File: config.mk
export PLATFORM = sky130hd
export DESIGN_NAME = spi_slave
export DESIGN_NICKNAME = d
export VERILOG_FILES = /design/src/rtl/spi_pkg.sv /design/src/rtl/dram64x8.sv /design/src/rtl/spi_slave.sv
export SDC_FILE = /design/constraint.sdc
export NUM_CORES = 1
export LEC_CHECK = 0
export BUFFER_PORTS_ARGS = -buffer_cell sky130_fd_sc_hd__buf_2
export CAP_MARGIN = 20
export CORE_UTILIZATION = 40
export CTS_BUF_LIST = sky130_fd_sc_hd__clkbuf_4
export DETAILED_ROUTE_END_ITERATION = 10
export HOLD_SLACK_MARGIN = 0.1
export PLACE_DENSITY = 0.67
export SYNTH_ARGS = -nofsm -noshare
export SYNTH_HDL_FRONTEND = slang
export SYNTH_SLANG_ARGS = --single-unit
File: constraint.sdc
create_clock -name i_clk -period 3.6 [get_ports i_clk]
set_clock_uncertainty 0.05 [all_clocks]
set_input_delay 0.72 -clock i_clk [delete_from_list [all_inputs] [get_ports i_clk]]
set_output_delay 0.72 -clock i_clk [all_outputs]
set_load 0.02 [all_outputs]
File: src/rtl/spi_pkg.sv
// Shared constants, state encoding and address helper for the SPI slave
// and its register file.
package spi_pkg;

  localparam int ADDR_W   = 6;
  localparam int DATA_W   = 8;
  localparam int READ_BIT = 7;
  localparam int ADDR_MSB = 5;

  typedef enum logic [1:0] {
    S_IDLE  = 2'd0,
    S_CMD   = 2'd1,
    S_WRITE = 2'd2,
    S_READ  = 2'd3
  } state_e;

  // 6-bit address increment; wraps 63 -> 0 naturally.
  function automatic logic [ADDR_W-1:0] addr_inc(input logic [ADDR_W-1:0] a);
    return a + 6'd1;
  endfunction

endpackage

File: src/rtl/dram64x8.sv
// 64x8 distributed register file: port A synchronous write with
// combinational read, port B combinational read. Contents are never reset.
module dram64x8
  import spi_pkg::*;
(
  input  logic              i_clk,
  input  logic              i_a_we,
  input  logic [ADDR_W-1:0] i_a_addr,
  input  logic [DATA_W-1:0] i_a_wdata,
  output logic [DATA_W-1:0] o_a_rdata,
  input  logic [ADDR_W-1:0] i_b_addr,
  output logic [DATA_W-1:0] o_b_rdata
);

  logic [DATA_W-1:0] mem_q [64];

  // Write port; reads below see the old word during a same-cycle write.
  always_ff @(posedge i_clk) begin
    if (i_a_we) begin
      mem_q[i_a_addr] <= i_a_wdata;
    end
  end

  assign o_a_rdata = mem_q[i_a_addr];
  assign o_b_rdata = mem_q[i_b_addr];

endmodule

File: src/rtl/spi_slave.sv
// Mode-0 SPI slave giving an SPI master byte-wise read/write access to a
// 64x8 register file, oversampled entirely in the i_clk domain.
module spi_slave
  import spi_pkg::*;
#(
  parameter int SYNC_STAGES = 2
) (
  input  logic              i_clk,
  input  logic              i_rst_n,
  input  logic              i_spi_en,
  input  logic              i_spi_clk,
  input  logic              i_spi_mosi,
  output logic              o_spi_miso,
  input  logic [ADDR_W-1:0] i_reg_addr,
  output logic [DATA_W-1:0] o_reg_data,
  output logic              o_wr_stb,
  output logic              o_done
);

  logic [SYNC_STAGES-1:0] en_sync_q, en_sync_d;
  logic [SYNC_STAGES-1:0] sclk_sync_q, sclk_sync_d;
  logic [SYNC_STAGES-1:0] mosi_sync_q, mosi_sync_d;
  logic [SYNC_STAGES-1:0] valid_q, valid_d;

  state_e            state_q, state_d;
  logic [2:0]        bit_cnt_q, bit_cnt_d;
  logic [DATA_W-1:0] shift_in_q, shift_in_d;
  logic [DATA_W-1:0] shift_out_q, shift_out_d;
  logic [DATA_W-1:0] wr_data_q, wr_data_d;
  logic [ADDR_W-1:0] addr_q, addr_d;
  logic              armed_q, armed_d;
  logic              miso_q, miso_d;
  logic              wr_stb_q, wr_stb_d;
  logic              done_q, done_d;

  logic              en_new_s, en_old_s;
  logic              en_rise_s, en_fall_s;
  logic              sclk_rise_s, sclk_fall_s;
  logic              mosi_s;
  logic              armed_now_s;
  logic [DATA_W-1:0] byte_s;
  logic [ADDR_W-1:0] a_addr_s;
  logic [DATA_W-1:0] a_rdata_s;
  logic              a_we_s;

  // Synchronizer shift chains plus a fill marker tracking which stages hold real samples.
  always_comb begin
    en_sync_d   = {en_sync_q[SYNC_STAGES-2:0], i_spi_en};
    sclk_sync_d = {sclk_sync_q[SYNC_STAGES-2:0], i_spi_clk};
    mosi_sync_d = {mosi_sync_q[SYNC_STAGES-2:0], i_spi_mosi};
    valid_d     = {valid_q[SYNC_STAGES-2:0], 1'b1};
  end

  // Edge detection; en must be seen low after reset before a rise can open a frame.
  always_comb begin
    en_new_s    = en_sync_q[SYNC_STAGES-2];
    en_old_s    = en_sync_q[SYNC_STAGES-1];
    armed_now_s = armed_q | (valid_q[SYNC_STAGES-1] & ~en_old_s);
    armed_d     = armed_now_s;
    en_rise_s   = en_new_s & ~en_old_s & armed_now_s;
    en_fall_s   = ~en_new_s & en_old_s & valid_q[SYNC_STAGES-1];
    sclk_rise_s = sclk_sync_q[SYNC_STAGES-2] & ~sclk_sync_q[SYNC_STAGES-1];
    sclk_fall_s = ~sclk_sync_q[SYNC_STAGES-2] & sclk_sync_q[SYNC_STAGES-1];
    mosi_s      = mosi_sync_q[SYNC_STAGES-1];
    byte_s      = {shift_in_q[DATA_W-2:0], mosi_s};
  end

  // Frame FSM and datapath next-state.
  always_comb begin
    state_d     = state_q;
    bit_cnt_d   = bit_cnt_q;
    shift_in_d  = shift_in_q;
    shift_out_d = shift_out_q;
    wr_data_d   = wr_data_q;
    wr_stb_d    = 1'b0;
    done_d      = 1'b0;
    a_addr_s    = addr_q;
    if (wr_stb_q) begin
      addr_d = addr_inc(addr_q);
    end else begin
      addr_d = addr_q;
    end

    if (en_fall_s) begin
      state_d = S_IDLE;
      done_d  = 1'b1;
    end else begin
      case (state_q)
        S_IDLE: begin
          if (en_rise_s) begin
            state_d     = S_CMD;
            bit_cnt_d   = 3'd0;
            shift_in_d  = {DATA_W{1'b0}};
            shift_out_d = {DATA_W{1'b0}};
          end else begin
            state_d = S_IDLE;
          end
        end
        S_CMD: begin
          if (sclk_rise_s) begin
            shift_in_d = byte_s;
            bit_cnt_d  = bit_cnt_q + 3'd1;
            if (bit_cnt_q == 3'd7) begin
              addr_d   = byte_s[ADDR_MSB:0];
              a_addr_s = byte_s[ADDR_MSB:0];
              if (byte_s[READ_BIT]) begin
                state_d     = S_READ;
                shift_out_d = a_rdata_s;
              end else begin
                state_d = S_WRITE;
              end
            end else begin
              state_d = S_CMD;
            end
          end else begin
            state_d = S_CMD;
          end
        end
        S_WRITE: begin
          if (sclk_rise_s) begin
            shift_in_d = byte_s;
            bit_cnt_d  = bit_cnt_q + 3'd1;
            if (bit_cnt_q == 3'd7) begin
              wr_stb_d  = 1'b1;
              wr_data_d = byte_s;
            end else begin
              wr_stb_d = 1'b0;
            end
          end else begin
            state_d = S_WRITE;
          end
        end
        S_READ: begin
          if (sclk_rise_s) begin
            shift_in_d = byte_s;
            bit_cnt_d  = bit_cnt_q + 3'd1;
            if (bit_cnt_q == 3'd7) begin
              a_addr_s    = addr_inc(addr_q);
              addr_d      = addr_inc(addr_q);
              shift_out_d = a_rdata_s;
            end else begin
              shift_out_d = shift_out_q;
            end
          // The fall right after a byte's 8th rise must keep the freshly loaded MSB.
          end else if (sclk_fall_s && (bit_cnt_q != 3'd0)) begin
            shift_out_d = {shift_out_q[DATA_W-2:0], 1'b0};
          end else begin
            state_d = S_READ;
          end
        end
        default: begin
          state_d = S_IDLE;
        end
      endcase
    end

    if (state_d == S_READ) begin
      miso_d = shift_out_d[DATA_W-1];
    end else begin
      miso_d = 1'b0;
    end
  end

  assign a_we_s = wr_stb_q & i_rst_n;

  // State and datapath registers with synchronous active-low reset.
  always_ff @(posedge i_clk) begin
    if (!i_rst_n) begin
      en_sync_q   <= {SYNC_STAGES{1'b0}};
      sclk_sync_q <= {SYNC_STAGES{1'b0}};
      mosi_sync_q <= {SYNC_STAGES{1'b0}};
      valid_q     <= {SYNC_STAGES{1'b0}};
      state_q     <= S_IDLE;
      bit_cnt_q   <= 3'd0;
      shift_in_q  <= {DATA_W{1'b0}};
      shift_out_q <= {DATA_W{1'b0}};
      wr_data_q   <= {DATA_W{1'b0}};
      addr_q      <= {ADDR_W{1'b0}};
      armed_q     <= 1'b0;
      miso_q      <= 1'b0;
      wr_stb_q    <= 1'b0;
      done_q      <= 1'b0;
    end else begin
      en_sync_q   <= en_sync_d;
      sclk_sync_q <= sclk_sync_d;
      mosi_sync_q <= mosi_sync_d;
      valid_q     <= valid_d;
      state_q     <= state_d;
      bit_cnt_q   <= bit_cnt_d;
      shift_in_q  <= shift_in_d;
      shift_out_q <= shift_out_d;
      wr_data_q   <= wr_data_d;
      addr_q      <= addr_d;
      armed_q     <= armed_d;
      miso_q      <= miso_d;
      wr_stb_q    <= wr_stb_d;
      done_q      <= done_d;
    end
  end

  dram64x8 u_regfile (
    .i_clk     (i_clk),
    .i_a_we    (a_we_s),
    .i_a_addr  (a_addr_s),
    .i_a_wdata (wr_data_q),
    .o_a_rdata (a_rdata_s),
    .i_b_addr  (i_reg_addr),
    .o_b_rdata (o_reg_data)
  );

  assign o_spi_miso = miso_q;
  assign o_wr_stb   = wr_stb_q;
  assign o_done     = done_q;

endmodule

==> results.md <==
- Outcome: complete, but fails checks
- Failing checks: negative setup slack
- Startpoint types: flop
- Setup TNS: -2.93 ns
- Post-DP HPWL: 60900 um
- Seq cells post-synth: 558
- Drt first pass iters: 6
- Synth warnings: 0
- CP Max Fanout: 2
- Setup ws final: -0.418 ns
- Largest net degree at the start of global routing: 66
- I/O pins: 22
- Full die area: 0.0684 mm^2
- Power consumption: 13.0 mW
- Initial Util: 0.407
- Final nets: 2321
- CP Launch Point: u_regfile.mem_q[38][3]
- Worst Setup End Kind: output pin
- Vias in the first global route: 19800
- Peak VDD IR: 0.314 mV
- Tcrit/Tclk final: 1.12
- Slowest-stage cell, CP: mux4_2
- Average cell area after synthesis: 13.4 um^2
- Routed Wire Length: 91100 um
- First-pass GRT wire length: 132000 um
- Max stage delay on crit path: 0.59 ns
- Mapped Cells: 2013
- RSZ-0062 raised after global routing: yes
- Leak pwr: 11.5 nW
- Hold Fails Final Rpt: 0
- Leading area contributor after synthesis: edfxtp_1
- Die Wd: 262 um
- Post-DRT Antenna Nets: 0
- Gr ovfl total: 0
- Clock buffer depth: 3
- Port-buffer cells: 21
- Fill cell count: 5644
- WL/cell: 27.8 um
- Ratio of cells with drive above 1 in the final layout: 0.305
- Yosys cell types: 79
- CORE AREA: 0.0662 mm^2
- Initial antenna violation count: 4
- Via count: 20600
- Post-synth top flop: edfxtp_1
- CTS buffer count: 143
- Clock transition at path regs: 0.06 ns
- Main area contributors after synthesis: edfxtp_1 57%, mux4_2 14%, nand2_1 6.0%, dfxtp_1 3.4%, nand3_1 2.8%
- Worst-margin pin slew: 1.13 ns
- Cell repeated most along the worst path: mux4_2
- Critical path, cell by cell: mux4_2, mux4_2, mux4_2, buf_6
- Critical path class: flop to output pin
- Slew Limit Fails: 0
- Post-Syn Area: 0.0269 mm^2
- R2R Path Start: bit_cnt_q[0]
- Min-delay worst type: flop to flop
- Hold_sp: valid_q[0]
- Setup Viol. Count Final: 8
- Initial drt markers: 2924
- Max Clock Freq: 0.249 GHz
- Number of remaining DRC errors: 0
- Max_slew headroom: 0.249
- Final critical delay including setup and external delays: 4.02 ns
- Seq/Total Area, Yosys: 0.605
- Asr flop ratio synth: 0
- Crit-path leading delay family: multiplexers
- Critical Path RT: 2.83 ns
- Buf/Inv on CP: 1
- Worst skew pair latency: 1.03 ns
- Area Growth Syn to Fin: 19.2%
- Root buffer cell: clkbuf_4
- Max-cap violations: 0
- Final GP Congestion: 0.958
- TritonCTS clock tree: yes
- GRT Total Usage: 0.268
- Syn_nets: 2029
- H-tree lvl count: 4
- EDFF count, synth: 512
- DIE HEIGHT: 262 um
- Crit path DAT: 3.25 ns
- # rows: 94
- Top-area cell type share of the netlist area: 0.571
- Clock Sinks: 558
- Vias per inst: 6.29
- Pwr dens: 406 mW/mm^2
-- layout by cell type, fill, tap and decap left out, drive strengths merged, types with 13 or more instances in the layout --
| cell type | instances |
|---|---|
| edfxtp | 512 |
| nand2 | 434 |
| buf | 293 |
| clkbuf | 195 |
| mux4 | 168 |
| nand3 | 152 |
| nor2 | 88 |
| and3 | 80 |
| a211oi | 55 |
| a21oi | 55 |
| dfxtp | 46 |
| clkinv | 42 |
| nor4 | 30 |
| mux2i | 21 |
| a31oi | 21 |
| a311oi | 19 |
| a32oi | 15 |
| o21ai | 15 |
| nor3 | 13 |
-- synthesized netlist by cell type (all sizes together), types with 7 or more instances --
cell	n
a211oi	55
nand3	152
a32oi	15
and3	80
buf	103
a21boi	10
a21oi	55
inv	8
nand2	434
nor3	13
mux4	168
mux2i	21
a31oi	21
a31o	7
o22ai	10
nor2	88
clkbuf	50
nor4	30
edfxtp	512
dfxtp	46
nor2b	12
a311oi	19
o21ai	15
and2	11
-- metal layers --
metal | vias up | part of all wire | GRT usage
met3 | 302 | 0.14 | 0.0883
met2 | 1738 | 0.44 | 0.395
met1 | 10100 | 0.37 | 0.348
li1 | 8497 | - | -
met4 | 0 | 0.051 | 0.151
met5 | - | 0 | 0
-- cell type report --
type	count	area [um^2]	share of cell area
sequential	558	16300	0.508
multi-input combinational	1294	9970	0.311
timing repair buffer	300	2900	0.0903
clock buffer	194	1460	0.0454
tap	864	1080	0.0337
clock inverter	51	337	0.0105
inverter	8	30.0	0.000935
antenna	8	20.0	0.000624
-- final timing paths --
kind                                  endpoint  cells after the start  slack, ns
worst max-delay path             o_reg_data[3]                      4      -0.42
worst min-delay path                valid_q[1]                      1       0.38
worst max register to register  shift_out_q[0]                     14       0.04
worst min register to register      valid_q[1]                      1       0.38
-- where the power goes --
group / leakage (nW) / total (mW) / internal, mW / switching (mW)
clock network: 1.05 / 5.50 / 2.80 / 2.71
registers: 5.12 / 6.97 / 6.97 / 0.00732
logic: 5.33 / 0.543 / 0.280 / 0.263
total: 11.5 / 13.0 / 10.0 / 2.98
-- flip-flops by register name, summed over array words and instances, names as in the netlist, 3 cells and up --
name             flops
bit_cnt_q            3
u_regfile.mem_q    512
addr_q               6
shift_in_q           7
wr_data_q            8
shift_out_q          8
-- stage by stage --
step	cell area [um^2]	utilization	hold slack [ns]	cells	setup slack (ns)
6_report	32100	0.485	0.384	3277	-0.418
5_1_grt	32100	0.485	0.354	3276	-0.476
4_1_cts	31800	0.480	0.313	3248	-0.436
3_5_place_dp	29800	0.450	0.374	2993	-0.290
3_3_place_gp	29800	0.449	0.374	2992	-0.214
2_1_floorplan	27000	-	0.362	2013	0.00461
-- logic make-up after synthesis --
kind of cell               Yosys count  synth area share
AOI/OAI and AO/OA                  248            0.0679
muxes                              190             0.149
and+or+nand+nor                    844             0.144
xor gates and xnor gates             7           0.00228
DFF                                558             0.605
buffers and inverters              161            0.0302
adders and majority gates            5           0.00232
-- timing repair --
item / CTS / global route
hold buffers: 5 / 0
resized for setup: 29 / 14
endpoints found under the hold margin: 6 / 0
buffers inserted: 4 / 18
gates cloned: 1 / 0
pin swaps: 1 / 10
endpoints found under the setup margin: 16 / 187
(Power assumes the default switching activity.)
